**config.mk**
```make
export PLATFORM = sky130hd
export DESIGN_NAME = sprite_shift_scheduler
export DESIGN_NICKNAME = d
export VERILOG_FILES = /design/src/rtl/sprite_shift_scheduler.sv
export SDC_FILE = /design/constraint.sdc
export NUM_CORES = 2
export LEC_CHECK = 0
export ABC_AREA = 1
export CORE_AREA = 2 2 363 365
export CTS_CLUSTER_SIZE = 30
export DETAILED_ROUTE_END_ITERATION = 16
export DIE_AREA = 0 0 365 367
export PLACE_DENSITY = 0.43
export SLEW_MARGIN = 20
export SYNTH_ARGS = -nofsm -noshare
export SYNTH_HDL_FRONTEND = slang
export SYNTH_SLANG_ARGS = --single-unit
```
**constraint.sdc**
```tcl
create_clock -name clk -period 4.4 [get_ports clk]
set_clock_uncertainty 0.1 [all_clocks]
set_input_delay 0.66 -clock clk [delete_from_list [all_inputs] [get_ports clk]]
set_output_delay 0.66 -clock clk [all_outputs]
set_load 0.03 [all_outputs]
```
**src/rtl/sprite_shift_scheduler.sv**
```systemverilog
// Sequences one sprite blit through the 4-quadrant mask shifter, then writes each
// non-empty, on-map quadrant to its tile in the tile mask buffer.
module sprite_shift_scheduler #(
    parameter int SHIFT_LATENCY = 2,
    parameter int TILES_X       = 40,
    parameter int TILES_Y       = 30,
    parameter int X_W           = 9,
    parameter int Y_W           = 8,
    parameter int ADDR_W        = 11
) (
    input  logic              clk,
    input  logic              rst,
    input  logic              req_valid,
    output logic              req_ready,
    input  logic [X_W-1:0]    req_x,
    input  logic [Y_W-1:0]    req_y,
    input  logic [127:0]      req_mask,
    output logic              sh_clk_en,
    output logic [2:0]        sh_offset_x,
    output logic [2:0]        sh_offset_y,
    output logic [127:0]      sh_mask,
    input  logic [127:0]      sh_mask0,
    input  logic [127:0]      sh_mask1,
    input  logic [127:0]      sh_mask2,
    input  logic [127:0]      sh_mask3,
    output logic              wr_valid,
    input  logic              wr_ready,
    output logic [ADDR_W-1:0] wr_addr,
    output logic [127:0]      wr_mask,
    output logic [1:0]        wr_quad,
    output logic              busy,
    output logic              done,
    output logic [1:0]        dbg_state
);

    // Handshakes: a transfer happens on a rising edge where valid && ready are both high;
    // once valid is raised, the payload stays stable until that transfer.

    typedef enum logic [1:0] {S_IDLE, S_SHIFT, S_CAPTURE, S_WRITE} state_t;

    localparam int TX_W  = X_W - 2;
    localparam int TY_W  = Y_W - 2;
    localparam int CNT_W = (SHIFT_LATENCY > 1) ? $clog2(SHIFT_LATENCY) : 1;

    state_t          state_q;
    logic [CNT_W-1:0] cnt_q;
    logic [X_W-1:0]  x_q;
    logic [Y_W-1:0]  y_q;
    logic [127:0]    mask_q;
    logic [127:0]    q0_q, q1_q, q2_q, q3_q;
    logic [1:0]      quad_q;
    logic            req_ready_q, busy_q, done_q, sh_clk_en_q;

    logic [TX_W-1:0]   tx;
    logic [TY_W-1:0]   ty;
    logic [127:0]      cur_mask;
    logic              on_map;
    logic              need_wr;
    logic [ADDR_W-1:0] addr;

    // Tile coordinates carry one extra bit so the +1 spill never wraps back onto the map.
    always_comb begin
        tx       = TX_W'(x_q[X_W-1:3]) + TX_W'(quad_q[0]);
        ty       = TY_W'(y_q[Y_W-1:3]) + TY_W'(quad_q[1]);
        on_map   = (int'(tx) < TILES_X) && (int'(ty) < TILES_Y);
        addr     = ADDR_W'(ty) * ADDR_W'(TILES_X) + ADDR_W'(tx);
        cur_mask = q0_q;
        case (quad_q)
            2'd0: cur_mask = q0_q;
            2'd1: cur_mask = q1_q;
            2'd2: cur_mask = q2_q;
            2'd3: cur_mask = q3_q;
            default: cur_mask = q0_q;
        endcase
        need_wr  = on_map && (|cur_mask);
    end

    always_ff @(posedge clk) begin
        if (rst) begin
            state_q     <= S_IDLE;
            cnt_q       <= '0;
            x_q         <= '0;
            y_q         <= '0;
            mask_q      <= '0;
            q0_q        <= '0;
            q1_q        <= '0;
            q2_q        <= '0;
            q3_q        <= '0;
            quad_q      <= '0;
            req_ready_q <= 1'b1;
            busy_q      <= 1'b0;
            done_q      <= 1'b0;
            sh_clk_en_q <= 1'b0;
        end else begin
            done_q <= 1'b0;
            case (state_q)
                S_IDLE: begin
                    if (req_valid) begin
                        x_q         <= req_x;
                        y_q         <= req_y;
                        mask_q      <= req_mask;
                        cnt_q       <= '0;
                        req_ready_q <= 1'b0;
                        busy_q      <= 1'b1;
                        sh_clk_en_q <= 1'b1;
                        state_q     <= S_SHIFT;
                    end
                end
                S_SHIFT: begin
                    if (cnt_q == CNT_W'(SHIFT_LATENCY - 1)) begin
                        sh_clk_en_q <= 1'b0;
                        state_q     <= S_CAPTURE;
                    end else begin
                        cnt_q <= cnt_q + CNT_W'(1);
                    end
                end
                S_CAPTURE: begin
                    q0_q    <= sh_mask0;
                    q1_q    <= sh_mask1;
                    q2_q    <= sh_mask2;
                    q3_q    <= sh_mask3;
                    quad_q  <= 2'd0;
                    state_q <= S_WRITE;
                end
                S_WRITE: begin
                    // Skipped quadrants advance immediately; real writes wait for the handshake.
                    if (!need_wr || wr_ready) begin
                        if (quad_q == 2'd3) begin
                            done_q      <= 1'b1;
                            busy_q      <= 1'b0;
                            req_ready_q <= 1'b1;
                            state_q     <= S_IDLE;
                        end else begin
                            quad_q <= quad_q + 2'd1;
                        end
                    end
                end
                default: state_q <= S_IDLE;
            endcase
        end
    end

    assign req_ready   = req_ready_q;
    assign busy        = busy_q;
    assign done        = done_q;
    assign sh_clk_en   = sh_clk_en_q;
    assign sh_offset_x = x_q[2:0];
    assign sh_offset_y = y_q[2:0];
    assign sh_mask     = mask_q;
    assign wr_valid    = (state_q == S_WRITE) && need_wr;
    assign wr_addr     = wr_valid ? addr : '0;
    assign wr_mask     = wr_valid ? cur_mask : '0;
    assign wr_quad     = wr_valid ? quad_q : 2'd0;
    assign dbg_state   = state_q;

endmodule

```
==> flow_summary.toml <==
[sta]
fin_crit_ns = 4.52
period_share = 1.03
fmax_mhz = 221
final_max_slew_viol_count = 0
setup_ws_ns = -0.122
hold_slack_ns = 0.364
finalSetupViolations = 117
hold_viol_final = 0
slew-limit-headroom = 0.267
rsz0062_at_grt = "yes"
tightest_slew_ns = 1.10

[run_status]
outcome = "finished with violations"
violations = "setup timing"

[min_path]
min_to = "req_ready"
hp-start = "req_ready"
worstHoldPathCells = 2
min_path_type = "reg -> reg"

[critical_path]
cpMostUsedCell = "nand2_1"
reg2reg_depth = 20
crit_slowest_cell = "dfxtp_4"
reg2reg_slack_ns = 1.10
r2r_end = "req_ready"
critPathKind = "reg -> out"
critPathTopFamily = "simple AND/OR/NAND/NOR gates"
slowest_delay_ns = 0.36
end_kind = "output port"
worstPathCellList = "buf_6 > ha_4 > buf_16 > buf_6 > nand2_1 > nand4_1 > nand2_1 > nand2_1 > nor2_1 > nand2_1 > nor2_2 > nand2_4 > nor2_4 > nand2_2 > nand3_4 > buf_12 > buf_16 > clkbuf_16 > nor2_2 > buf_6"
crit_fanout = 8
r2r-start = "quad_q[1]"
critPathArrivalTime_ns = 3.76
cp_data_required_time_ns = 3.64
start_kind = "register"
path_buf_inv = 7

[pwr]
vdd_drop_max_mv = 0.318
p_per_area_nw_per_um2 = 565
fin_total_pwr_mw = 26.6
p_leak_nw = 19.6

[yosys]
synthArstFlopShare = 0
synth.avg_cell_area_sq_um = 6.80
yosys_most_used_dff = "dfxtp_1"
yosysWarnings = 0
synth_cells = 4165
synth-edff-count = 0
syn_area_sq_um = 28300
yosysSeqAreaShare = 0.471
synth_seq_cells = 666
syn-num-nets = 4850
synth_cell_types = 31

[grt]
overflow = 0
grt_max_degree = 226
grt_use_total = 0.213
grt_pass1_wl_mm = 212
antenna_found_initial = 64
grt_pass1_vias = 31400

[placement]
portBuffers = 942
dpl-instance-area_sq_um = 40700
hpwl_mm = 103
dp_cells = 6775
gp_congestion = 0.863

[floorplanning]
io_pins = 943
initial_core_util = 0.217
core_area_sq_um = 130000
dieArea_sq_um = 134000
die-height_microns = 367
die_w_microns = 365
num_rows = 133

[cells_and_area]
final_cell_mix = "1,373 x nor2_1, 800 x clkdlybuf4s50_1, 664 x dfxtp_1, 659 x o21ai_0, 585 x nand2_1"
syn2layout_area_growth_pct = 66.6
drive_above_1_share = 0.178
fin_nets = 5916
design_area_sq_um = 47200
stdcell_count = 7077
fin_util = 0.361
layout_commonest_cell = "nor2_1"

[cts]
numClockSinks = 666
clk-insertion-delay-late_ns = 0.67
clkTransAtPathRegs_ns = 0.06
htreeDepth = 3
cts_buffers = 84
hold_buffers = 0
cts_buffer_depth = 3
clockRootBuffer = "clkbuf_16"
cts_tree = "yes"

[detailed_routing]
post_drt_wl_per_cell_microns = 21.3
drt_iter0_markers = 1875
avgViaCountPerCell = 4.44
drcViolationCount = 0
num_vias = 31400
antenna_left = 0
drt_wl_total_mm = 151
first_pass_iters = 5

[run]
maxCapViolations = 0
[state kept, by name, indices dropped and copies added, names as in the netlist, 2 cells and up]
signal / flops
q3_q: 128
dbg_state: 2
quad_q: 2
sh_mask: 128
q0_q: 128
x_q: 9
q1_q: 128
y_q: 8
q2_q: 128
[synth_stat cells (24+ instances only)]
cell type / number / area [sq um]
dfxtp_1: 666 / 13300
o22ai_1: 29 / 181
o21ai_0: 670 / 3350
clkbuf_1: 244 / 916
or2_1: 47 / 294
nand4_1: 39 / 244
inv_1: 37 / 139
buf_2: 24 / 120
or2_2: 31 / 194
nor2_1: 1509 / 5660
nand2_1: 648 / 2430
nand3_1: 44 / 220
a21oi_1: 47 / 235
[through the flow]
stage          TNS, ns  setup WS [ns]
2_1_floorplan        0          0.835
3_3_place_gp    -74.58         -0.681
3_5_place_dp    -81.40         -0.744
4_1_cts         -27.14         -0.291
5_1_grt         -34.22         -0.321
6_report         -8.16         -0.122
[worst min-delay path, stage by stage, from the launching register on]
cell and delay (ns):
dfxtp_1 0.33, nand2_1 0.06, nand3_1 0.05
[how the worst max path moves through the flow]
stage             endpoint  slack (ns)  cells after the start      start
2_1_floorplan  wr_addr[10]        0.83                     17  quad_q[1]
3_3_place_gp   wr_mask[18]       -0.68                     21  quad_q[1]
3_5_place_dp   wr_mask[13]       -0.74                     21  quad_q[1]
4_1_cts        wr_mask[60]       -0.29                     21  quad_q[1]
5_1_grt        wr_mask[62]       -0.32                     22  quad_q[1]
6_report       wr_mask[33]       -0.12                     20  quad_q[1]
[power breakdown]
part / internal [mW] / switching (mW)
sequential: 8.07 / 1.16
combinational: 4.09 / 6.10
clock: 4.24 / 2.97
total: 16.4 / 10.2
[routing by layer]
metal	share of wire	wire length (microns)	GRT usage
met1	0.41	61700	0.252
met2	0.48	72800	0.367
met3	0.075	11200	0.0592
met4	0.029	4380	0.0744
met5	0.0030	453	0
[logic make-up (layout without fill, tap and decap cells)]
group	Yosys count	in the layout	synth area share
AND/OR/NAND/NOR	2342	2342	0.325
other	0	24	0
XOR/XNOR	11	11	0.00340
adder cells (fa/ha/maj)	24	24	0.0111
buffers and inverters	348	1481	0.0508
AO/OA/AOI/OAI	774	774	0.139
flip-flops	666	666	0.471
[timing repair]
action,4_1_cts,5_1_grt
pin swaps,63,78
cloned,20,7
setup buffers,78,38
endpoints found under the setup margin,142,142
resized for setup,922,316
[final cells by class]
cell class | instances | area (sq um)
diodes | 24 | 60.1
clock buffers | 126 | 2500
clock inverters | 27 | 340
fillers | 14000 | 83300
inverters | 40 | 193
multi-input cells | 3151 | 15000
flip-flops and latches | 666 | 13300
well taps | 1755 | 2200
repair buffers | 1288 | 13500
Note: power is estimated with default switching activity, not from simulation.
